[src/rtl/fwd_ctrl_pkg.sv]
// Shared pipeline definitions: forwarding select codes and the shadow
// stage record used by the forwarding/hazard controller.
package pipe_pkg;

  localparam int REG_ADDR_W = 5;

  localparam logic [1:0] FWD_RF    = 2'b00;
  localparam logic [1:0] FWD_EXMEM = 2'b01;
  localparam logic [1:0] FWD_MEMWB = 2'b10;

  typedef struct packed {
    logic                  valid;
    logic [REG_ADDR_W-1:0] rd;
    logic                  reg_write;
    logic                  mem_read;
  } stage_t;

endpackage

[src/rtl/fwd_ctrl_if.sv]
// ID-stage request bundle and controller responses; the shadow stages are
// exported read-only so the pipeline can be traced alongside the CPU.
interface fwd_ctrl_if #(
  parameter int REG_ADDR_W = 5,
  parameter int CNT_W      = 16
);
  import pipe_pkg::*;

  logic                  id_valid;
  logic [REG_ADDR_W-1:0] id_rs1;
  logic [REG_ADDR_W-1:0] id_rs2;
  logic                  id_use_rs1;
  logic                  id_use_rs2;
  logic [REG_ADDR_W-1:0] id_rd;
  logic                  id_reg_write;
  logic                  id_mem_read;
  logic                  stall;
  logic [1:0]            fwd_a_sel;
  logic [1:0]            fwd_b_sel;
  logic [CNT_W-1:0]      stall_count;
  stage_t                ex_stage;
  stage_t                mem_stage;
  stage_t                wb_stage;

  modport master (
    output id_valid, id_rs1, id_rs2, id_use_rs1, id_use_rs2,
           id_rd, id_reg_write, id_mem_read,
    input  stall, fwd_a_sel, fwd_b_sel, stall_count,
           ex_stage, mem_stage, wb_stage
  );

  modport slave (
    input  id_valid, id_rs1, id_rs2, id_use_rs1, id_use_rs2,
           id_rd, id_reg_write, id_mem_read,
    output stall, fwd_a_sel, fwd_b_sel, stall_count,
           ex_stage, mem_stage, wb_stage
  );

endinterface

[src/rtl/fwd_ctrl_sel_calc.sv]
// Per-operand forwarding select and load-use detection for one ID source.
module fwd_sel_calc
  import pipe_pkg::*;
(
  input  logic                  id_valid,
  input  logic                  use_rs,
  input  logic [REG_ADDR_W-1:0] rs,
  input  stage_t                ex,
  input  logic                  mem_valid,
  input  logic [REG_ADDR_W-1:0] mem_rd,
  input  logic                  mem_reg_write,
  output logic [1:0]            sel,
  output logic                  hazard
);

  logic reading;
  logic ex_prod;
  logic mem_prod;

  assign reading  = id_valid & use_rs;
  assign ex_prod  = reading & ex.valid & ex.reg_write & (ex.rd != '0) & (ex.rd == rs);
  assign mem_prod = reading & mem_valid & mem_reg_write & (mem_rd != '0) & (mem_rd == rs);

  // A load in EX has no result until after MEM, so it cannot be forwarded yet.
  assign hazard = ex_prod & ex.mem_read;

  always_comb begin
    sel = FWD_RF;
    if (ex_prod)       sel = FWD_EXMEM;
    else if (mem_prod) sel = FWD_MEMWB;
  end

endmodule

[src/rtl/fwd_ctrl.sv]
// Forwarding/load-use controller: shadow EX/MEM/WB destination records,
// registered operand-mux selects and a saturating stall counter.
module fwd_ctrl #(
  parameter int REG_ADDR_W = 5,
  parameter int CNT_W      = 16
) (
  input logic        clk,
  input logic        reset,
  fwd_ctrl_if.slave  bus
);
  import pipe_pkg::*;

  stage_t           id_s;
  stage_t           ex_q;
  stage_t           mem_q;
  stage_t           wb_q;
  logic [1:0]       sel_a;
  logic [1:0]       sel_b;
  logic             hz_a;
  logic             hz_b;
  logic             stall;
  logic [1:0]       fwd_a_q;
  logic [1:0]       fwd_b_q;
  logic [CNT_W-1:0] stall_cnt_q;

  assign id_s = '{valid:     bus.id_valid,
                  rd:        bus.id_rd,
                  reg_write: bus.id_reg_write,
                  mem_read:  bus.id_mem_read};

  fwd_sel_calc u_calc_a (
    .id_valid      (bus.id_valid),
    .use_rs        (bus.id_use_rs1),
    .rs            (bus.id_rs1),
    .ex            (ex_q),
    .mem_valid     (mem_q.valid),
    .mem_rd        (mem_q.rd),
    .mem_reg_write (mem_q.reg_write),
    .sel           (sel_a),
    .hazard        (hz_a)
  );

  fwd_sel_calc u_calc_b (
    .id_valid      (bus.id_valid),
    .use_rs        (bus.id_use_rs2),
    .rs            (bus.id_rs2),
    .ex            (ex_q),
    .mem_valid     (mem_q.valid),
    .mem_rd        (mem_q.rd),
    .mem_reg_write (mem_q.reg_write),
    .sel           (sel_b),
    .hazard        (hz_b)
  );

  assign stall = hz_a | hz_b;

  always_ff @(posedge clk) begin
    if (!reset) begin
      ex_q        <= '0;
      mem_q       <= '0;
      wb_q        <= '0;
      fwd_a_q     <= FWD_RF;
      fwd_b_q     <= FWD_RF;
      stall_cnt_q <= '0;
    end else begin
      // On a stall EX takes a bubble, so its operand selects are irrelevant.
      ex_q    <= stall ? stage_t'('0) : id_s;
      mem_q   <= ex_q;
      wb_q    <= mem_q;
      fwd_a_q <= stall ? FWD_RF : sel_a;
      fwd_b_q <= stall ? FWD_RF : sel_b;
      if (stall && (stall_cnt_q != '1))
        stall_cnt_q <= stall_cnt_q + 1'b1;
    end
  end

  assign bus.stall       = stall;
  assign bus.fwd_a_sel   = fwd_a_q;
  assign bus.fwd_b_sel   = fwd_b_q;
  assign bus.stall_count = stall_cnt_q;
  assign bus.ex_stage    = ex_q;
  assign bus.mem_stage   = mem_q;
  assign bus.wb_stage    = wb_q;

endmodule

[src/flat_wrapper.sv]
// flat-port wrapper written by rule: the top's interface ports become plain ports
module fwd_ctrl_flat import pipe_pkg::*;
#(
  parameter int REG_ADDR_W = 5,
  parameter int CNT_W      = 16
)
  (clk, reset, bus_id_valid, bus_id_rs1, bus_id_rs2, bus_id_use_rs1, bus_id_use_rs2, bus_id_rd, bus_id_reg_write, bus_id_mem_read, bus_stall, bus_fwd_a_sel, bus_fwd_b_sel, bus_stall_count, bus_ex_stage, bus_mem_stage, bus_wb_stage);
  fwd_ctrl_if #(.REG_ADDR_W(REG_ADDR_W), .CNT_W(CNT_W)) bus_i ();
  input logic clk;
  input logic reset;
  input wire logic [$bits(bus_i.id_valid)-1:0] bus_id_valid;
  input wire logic [$bits(bus_i.id_rs1)-1:0] bus_id_rs1;
  input wire logic [$bits(bus_i.id_rs2)-1:0] bus_id_rs2;
  input wire logic [$bits(bus_i.id_use_rs1)-1:0] bus_id_use_rs1;
  input wire logic [$bits(bus_i.id_use_rs2)-1:0] bus_id_use_rs2;
  input wire logic [$bits(bus_i.id_rd)-1:0] bus_id_rd;
  input wire logic [$bits(bus_i.id_reg_write)-1:0] bus_id_reg_write;
  input wire logic [$bits(bus_i.id_mem_read)-1:0] bus_id_mem_read;
  output wire logic [$bits(bus_i.stall)-1:0] bus_stall;
  output wire logic [$bits(bus_i.fwd_a_sel)-1:0] bus_fwd_a_sel;
  output wire logic [$bits(bus_i.fwd_b_sel)-1:0] bus_fwd_b_sel;
  output wire logic [$bits(bus_i.stall_count)-1:0] bus_stall_count;
  output wire logic [$bits(bus_i.ex_stage)-1:0] bus_ex_stage;
  output wire logic [$bits(bus_i.mem_stage)-1:0] bus_mem_stage;
  output wire logic [$bits(bus_i.wb_stage)-1:0] bus_wb_stage;
  assign bus_i.id_valid = bus_id_valid;
  assign bus_i.id_rs1 = bus_id_rs1;
  assign bus_i.id_rs2 = bus_id_rs2;
  assign bus_i.id_use_rs1 = bus_id_use_rs1;
  assign bus_i.id_use_rs2 = bus_id_use_rs2;
  assign bus_i.id_rd = bus_id_rd;
  assign bus_i.id_reg_write = bus_id_reg_write;
  assign bus_i.id_mem_read = bus_id_mem_read;
  assign bus_stall = bus_i.stall;
  assign bus_fwd_a_sel = bus_i.fwd_a_sel;
  assign bus_fwd_b_sel = bus_i.fwd_b_sel;
  assign bus_stall_count = bus_i.stall_count;
  assign bus_ex_stage = bus_i.ex_stage;
  assign bus_mem_stage = bus_i.mem_stage;
  assign bus_wb_stage = bus_i.wb_stage;
  fwd_ctrl #(.REG_ADDR_W(REG_ADDR_W), .CNT_W(CNT_W)) u_core (.clk(clk), .reset(reset), .bus(bus_i));
endmodule
[config.mk]
export PLATFORM = sky130hd
export DESIGN_NAME = fwd_ctrl_flat
export DESIGN_NICKNAME = d
export VERILOG_FILES = /design/src/rtl/fwd_ctrl_pkg.sv /design/src/rtl/fwd_ctrl_if.sv /design/src/rtl/fwd_ctrl_sel_calc.sv /design/src/rtl/fwd_ctrl.sv /design/src/flat_wrapper.sv
export SDC_FILE = /design/constraint.sdc
export NUM_CORES = 1
export LEC_CHECK = 0
export BUFFER_PORTS_ARGS = -buffer_cell sky130_fd_sc_hd__buf_2
export CAP_MARGIN = 20
export CELL_PAD_IN_SITES_DETAIL_PLACEMENT = 1
export CELL_PAD_IN_SITES_GLOBAL_PLACEMENT = 2
export CORE_ASPECT_RATIO = 0.6
export CORE_UTILIZATION = 26
export DETAILED_ROUTE_END_ITERATION = 10
export PLACE_DENSITY = 0.85
export SYNTH_ARGS = -nofsm -noshare
export SYNTH_HDL_FRONTEND = slang
export SYNTH_SLANG_ARGS = --single-unit
[constraint.sdc]
create_clock -name clk -period 1.9 [get_ports clk]
set_input_delay 0.285 -clock clk [delete_from_list [all_inputs] [get_ports clk]]
set_output_delay 0.285 -clock clk [all_outputs]
set_load 0.005 [all_outputs]
==> out/summary.log <==
INFO  grt            grt_first_pass_wirelength=10200um
INFO  cts            cell_at_the_root_of_the_clock_tree=clkbuf_16
INFO  status         failed_checks=negative setup slack
INFO  timing         finalHoldViolations=0
INFO  yosys          synth_cells=204
INFO  detailed_routing drtPass1Iterations=4
INFO  yosys          post_synth_most_frequent_cells=44 x dfxtp_1, 23 x and2_1, 14 x a21oi_1
INFO  critical_path  critPathTopFamily=buffers and inverters
INFO  yosys          yosys.cell_count.top_type=dfxtp_1
INFO  layout         synthToLayoutAreaGrowth=57.2%
INFO  pwr            power.ir.vdd_worst=312uV
INFO  place          placed_cells_incl_taps=396
INFO  yosys          synth.yosys.seq_area_share=0.454
INFO  cts            clock_insertion_delay_worst_skew=290ps
INFO  cts            clkSinkCount=44
INFO  critical_path  critical_path.cell_chain=buf_6, xnor2_2, and3_4, a22oi_2, buf_6, nor2_2, buf_2
INFO  pwr            power_frac_seq=0.439
INFO  yosys          ys_seq_elements=44
INFO  timing         report.final.setup_viol=24
INFO  critical_path  path_max_fanout=7
INFO  detailed_routing drc=0
INFO  flow_run       cap_violations=0
INFO  place          dp_hpwl=4950um
INFO  yosys          netlist_top_cells_area=dfxtp_1 45%, and2_1 7.4%, xnor2_1 5.4%
INFO  layout         fin_nets=337
INFO  min_path       min_path_type=in2reg
INFO  critical_path  critical_path.max_stage_delay=360ps
INFO  timing         drv_slew=0
INFO  pwr            total_power=2.21mW
INFO  cts            cts.htree.levels=2
INFO  cts            cts.path.max_buffers=2
INFO  place          port_buffers=66
INFO  grt            globalRoute.totalOverflow=0
INFO  timing         grt_setup_unrepaired=true
INFO  place          gp_congestion=0.868
INFO  yosys          synth_largest_area_cell=dfxtp_1
INFO  layout         antenna_cells=0
INFO  timing         fin_worst_skew=2.13ps
INFO  yosys          synthesis.yosys.warnings=0
INFO  timing         max_slew.worst_pin.slew=570ps
INFO  timing         final.setup.worst_slack=-146ps
INFO  grt            vias_in_the_first_global_route=1860
INFO  critical_path  critical_path.slowest_cell=dfxtp_4
INFO  detailed_routing drt-initial-drc-count=80
INFO  place          placed_cell_area=0.00261sqmm
INFO  detailed_routing drt-total-wl=7150um
INFO  floorplan      floorplan.rows=23
INFO  detailed_routing drt-wirelength-per-cell=17.2um
INFO  floorplan      die_area=0.00783sqmm
INFO  critical_path  cp-start-kind=register
INFO  pwr            p_leak=1.28nW
INFO  cts            cts.reportedPaths.clkPinSlew=60ps
INFO  floorplan      top_level_ports=67
INFO  cts            tritoncts_clock_tree=yes
INFO  yosys          synth_enable_flop_cells=0
INFO  pwr            power-per-cell-area=723mW/mm^2
INFO  pwr            netSwitchingFraction=0.241
INFO  status         run_status=finished, violations left
INFO  layout         final_cell_count_no_fill=415
INFO  timing         final_period_minus_worst_setup_slack=2050ps
INFO  timing         fin_crit_sh=1.08
INFO  grt            grt_antenna_before_repair=0
INFO  detailed_routing drt-vias-per-instance=4.80
INFO  yosys          synth_largest_type_area_fraction=0.454
INFO  yosys          ys.flop_type=dfxtp_1
INFO  layout         post-route-cell-area=0.00305sqmm
INFO  grt            grtUsageTotal=0.178
INFO  floorplan      initial_core_util=0.280
INFO  pwr            power.internal=1.68mW
INFO  critical_path  setup.worst_path.class=reg2out
INFO  grt            grt_start_max_net_pins=16
INFO  yosys          post_synth.cell_area_avg=9.52squm
INFO  detailed_routing route.antenna.remaining_nets=0
INFO  pwr            clock_power_share=0.463
INFO  layout         final_layout_size_suffix_gt1_frac=0.479
INFO  critical_path  worst_ep_arrival=1760ps
INFO  detailed_routing num_vias=1991
INFO  floorplan      floorplan.die.width=114um
INFO  yosys          yosysUniqueCellTypes=36
INFO  timing         max_freq=0.489GHz
INFO  critical_path  endpoint_kind=output pin
INFO  timing         timing.max_slew.rel_slack=0.619
INFO  cts            cts_inserted_buffers=5
INFO  yosys          ys_async_sr_fraction=0
INFO  critical_path  cp.required=1620ps
INFO  yosys          synthesized_cell_area=0.00194sqmm
INFO  pwr            pwr-share-comb=0.099
INFO  yosys          synth_fp_nets=227
INFO  critical_path  cp.buffers_inverters=3
INFO  floorplan      design.core.area=0.00694sqmm
INFO  floorplan      die_h=68.9um
INFO  critical_path  critical_path.most_common_cell=buf_6
INFO  pwr            switching_power=0.532mW
==> power groups by stage <==
| stage | clock, mW | sequential [mW] | combinational, mW |
|---|---|---|---|
| 6_report | 1.02 | 0.969 | 0.218 |
| 5_1_grt | 1.08 | 0.972 | 0.234 |
| 4_1_cts | 1.03 | 0.966 | 0.186 |
| 3_5_place_dp | 0 | 0.986 | 0.174 |
| 3_3_place_gp | 0 | 0.985 | 0.170 |
| 2_1_floorplan | 0 | 0.983 | 0.0811 |
==> flip-flops by register name, indices dropped and copies added, names as in the netlist <==
register,cells
u_core.bus.stall_count,16
u_core.bus.wb_stage,8
u_core.bus.fwd_a_sel,2
u_core.bus.mem_stage,8
u_core.bus.fwd_b_sel,2
u_core.bus.ex_stage,8
==> placed cells by master (no fill, tap or decap), drive strengths merged, types with 2 or more instances in the layout <==
cell type  count
buf          113
dfxtp         44
and2          23
a21oi         14
xnor2         12
o31ai         11
nand3         11
or4           11
nand2         10
nand4         10
xor2           8
nor2           6
clkbuf         5
nor4           4
and3           4
inv            3
o21a           2
o211ai         2
o21ai          2
nand2b         2
mux2i          2
nor4b          2
clkinv         2
or3            2
==> metrics by stage <==
stage | setup TNS, ps | hold WS (ps) | worst slack [ps] | util
4_1_cts | -438 | 189 | -94.3 | 0.412
2_1_floorplan | 0 | 407 | 89.5 | -
5_1_grt | -3250 | 199 | -181 | 0.440
6_report | -1470 | 188 | -146 | 0.440
3_5_place_dp | -980 | 456 | -113 | 0.376
3_3_place_gp | -491 | 452 | -60.2 | 0.376
==> final cells by class <==
class	instances	area, sq um
Clock inverter	3	47.5
Fill cell	818	3880
Inverter	3	11.3
Timing Repair Buffer	113	696
Multi-Input combinational cell	147	1150
Tap cell	100	125
Clock buffer	5	125
Sequential cell	44	900
==> worst paths after layout <==
check | endpoint | cells past startpoint | slack [ps] | startpoint
worst min-delay path | u_core.bus.ex_stage[6]$_SDFF_PP0_ | 2 | 190 | bus_id_rd[4]
worst max-delay path | bus_stall | 7 | -150 | u_core.bus.ex_stage[4]$_SDFF_PP0_
worst max register to register | u_core.bus.stall_count[9]$_SDFFE_PN0P_ | 6 | -90 | u_core.bus.ex_stage[3]$_SDFF_PP0_
worst min register to register | u_core.bus.wb_stage[0]$_SDFF_PN0_ | 1 | 460 | u_core.bus.mem_stage[0]$_SDFF_PN0_
==> worst reg2reg max path: stages, from the launching register on <==
cell and delay, ps:
dfxtp_4 390, xor2_4 200, nor4_4 300, a22oi_2 190
buf_6 180, or4_1 530, a21oi_2 140
==> cells by family (layout without fill, tap and decap cells) <==
family / count (synthesis) / count (layout) / share of synthesized area
AOI/OAI and AO/OA: 35 / 35 / 0.120
DFF: 44 / 44 / 0.454
xor gates and xnor gates: 20 / 20 / 0.0902
buffers and inverters: 13 / 124 / 0.0367
adders and majority gates: 1 / 1 / 0.00644
and+or+nand+nor: 89 / 89 / 0.283
muxes: 2 / 2 / 0.0103
==> routing by layer <==
metal  GRT usage  routed length [um]
met1       0.262                3520
met2       0.260                3060
met3      0.0437                 512
met4      0.0395                  52
met5           0                   0
==> what timing repair did <==
action | 4_1_cts | 5_1_grt
cloned | 1 | 1
buffers inserted | 3 | 6
pin swaps | 6 | 14
resized for setup | 12 | 29
setup endpoints to repair | 13 | 25
hold buffers | 0 | 0
Power figures use the tool's default switching activity.
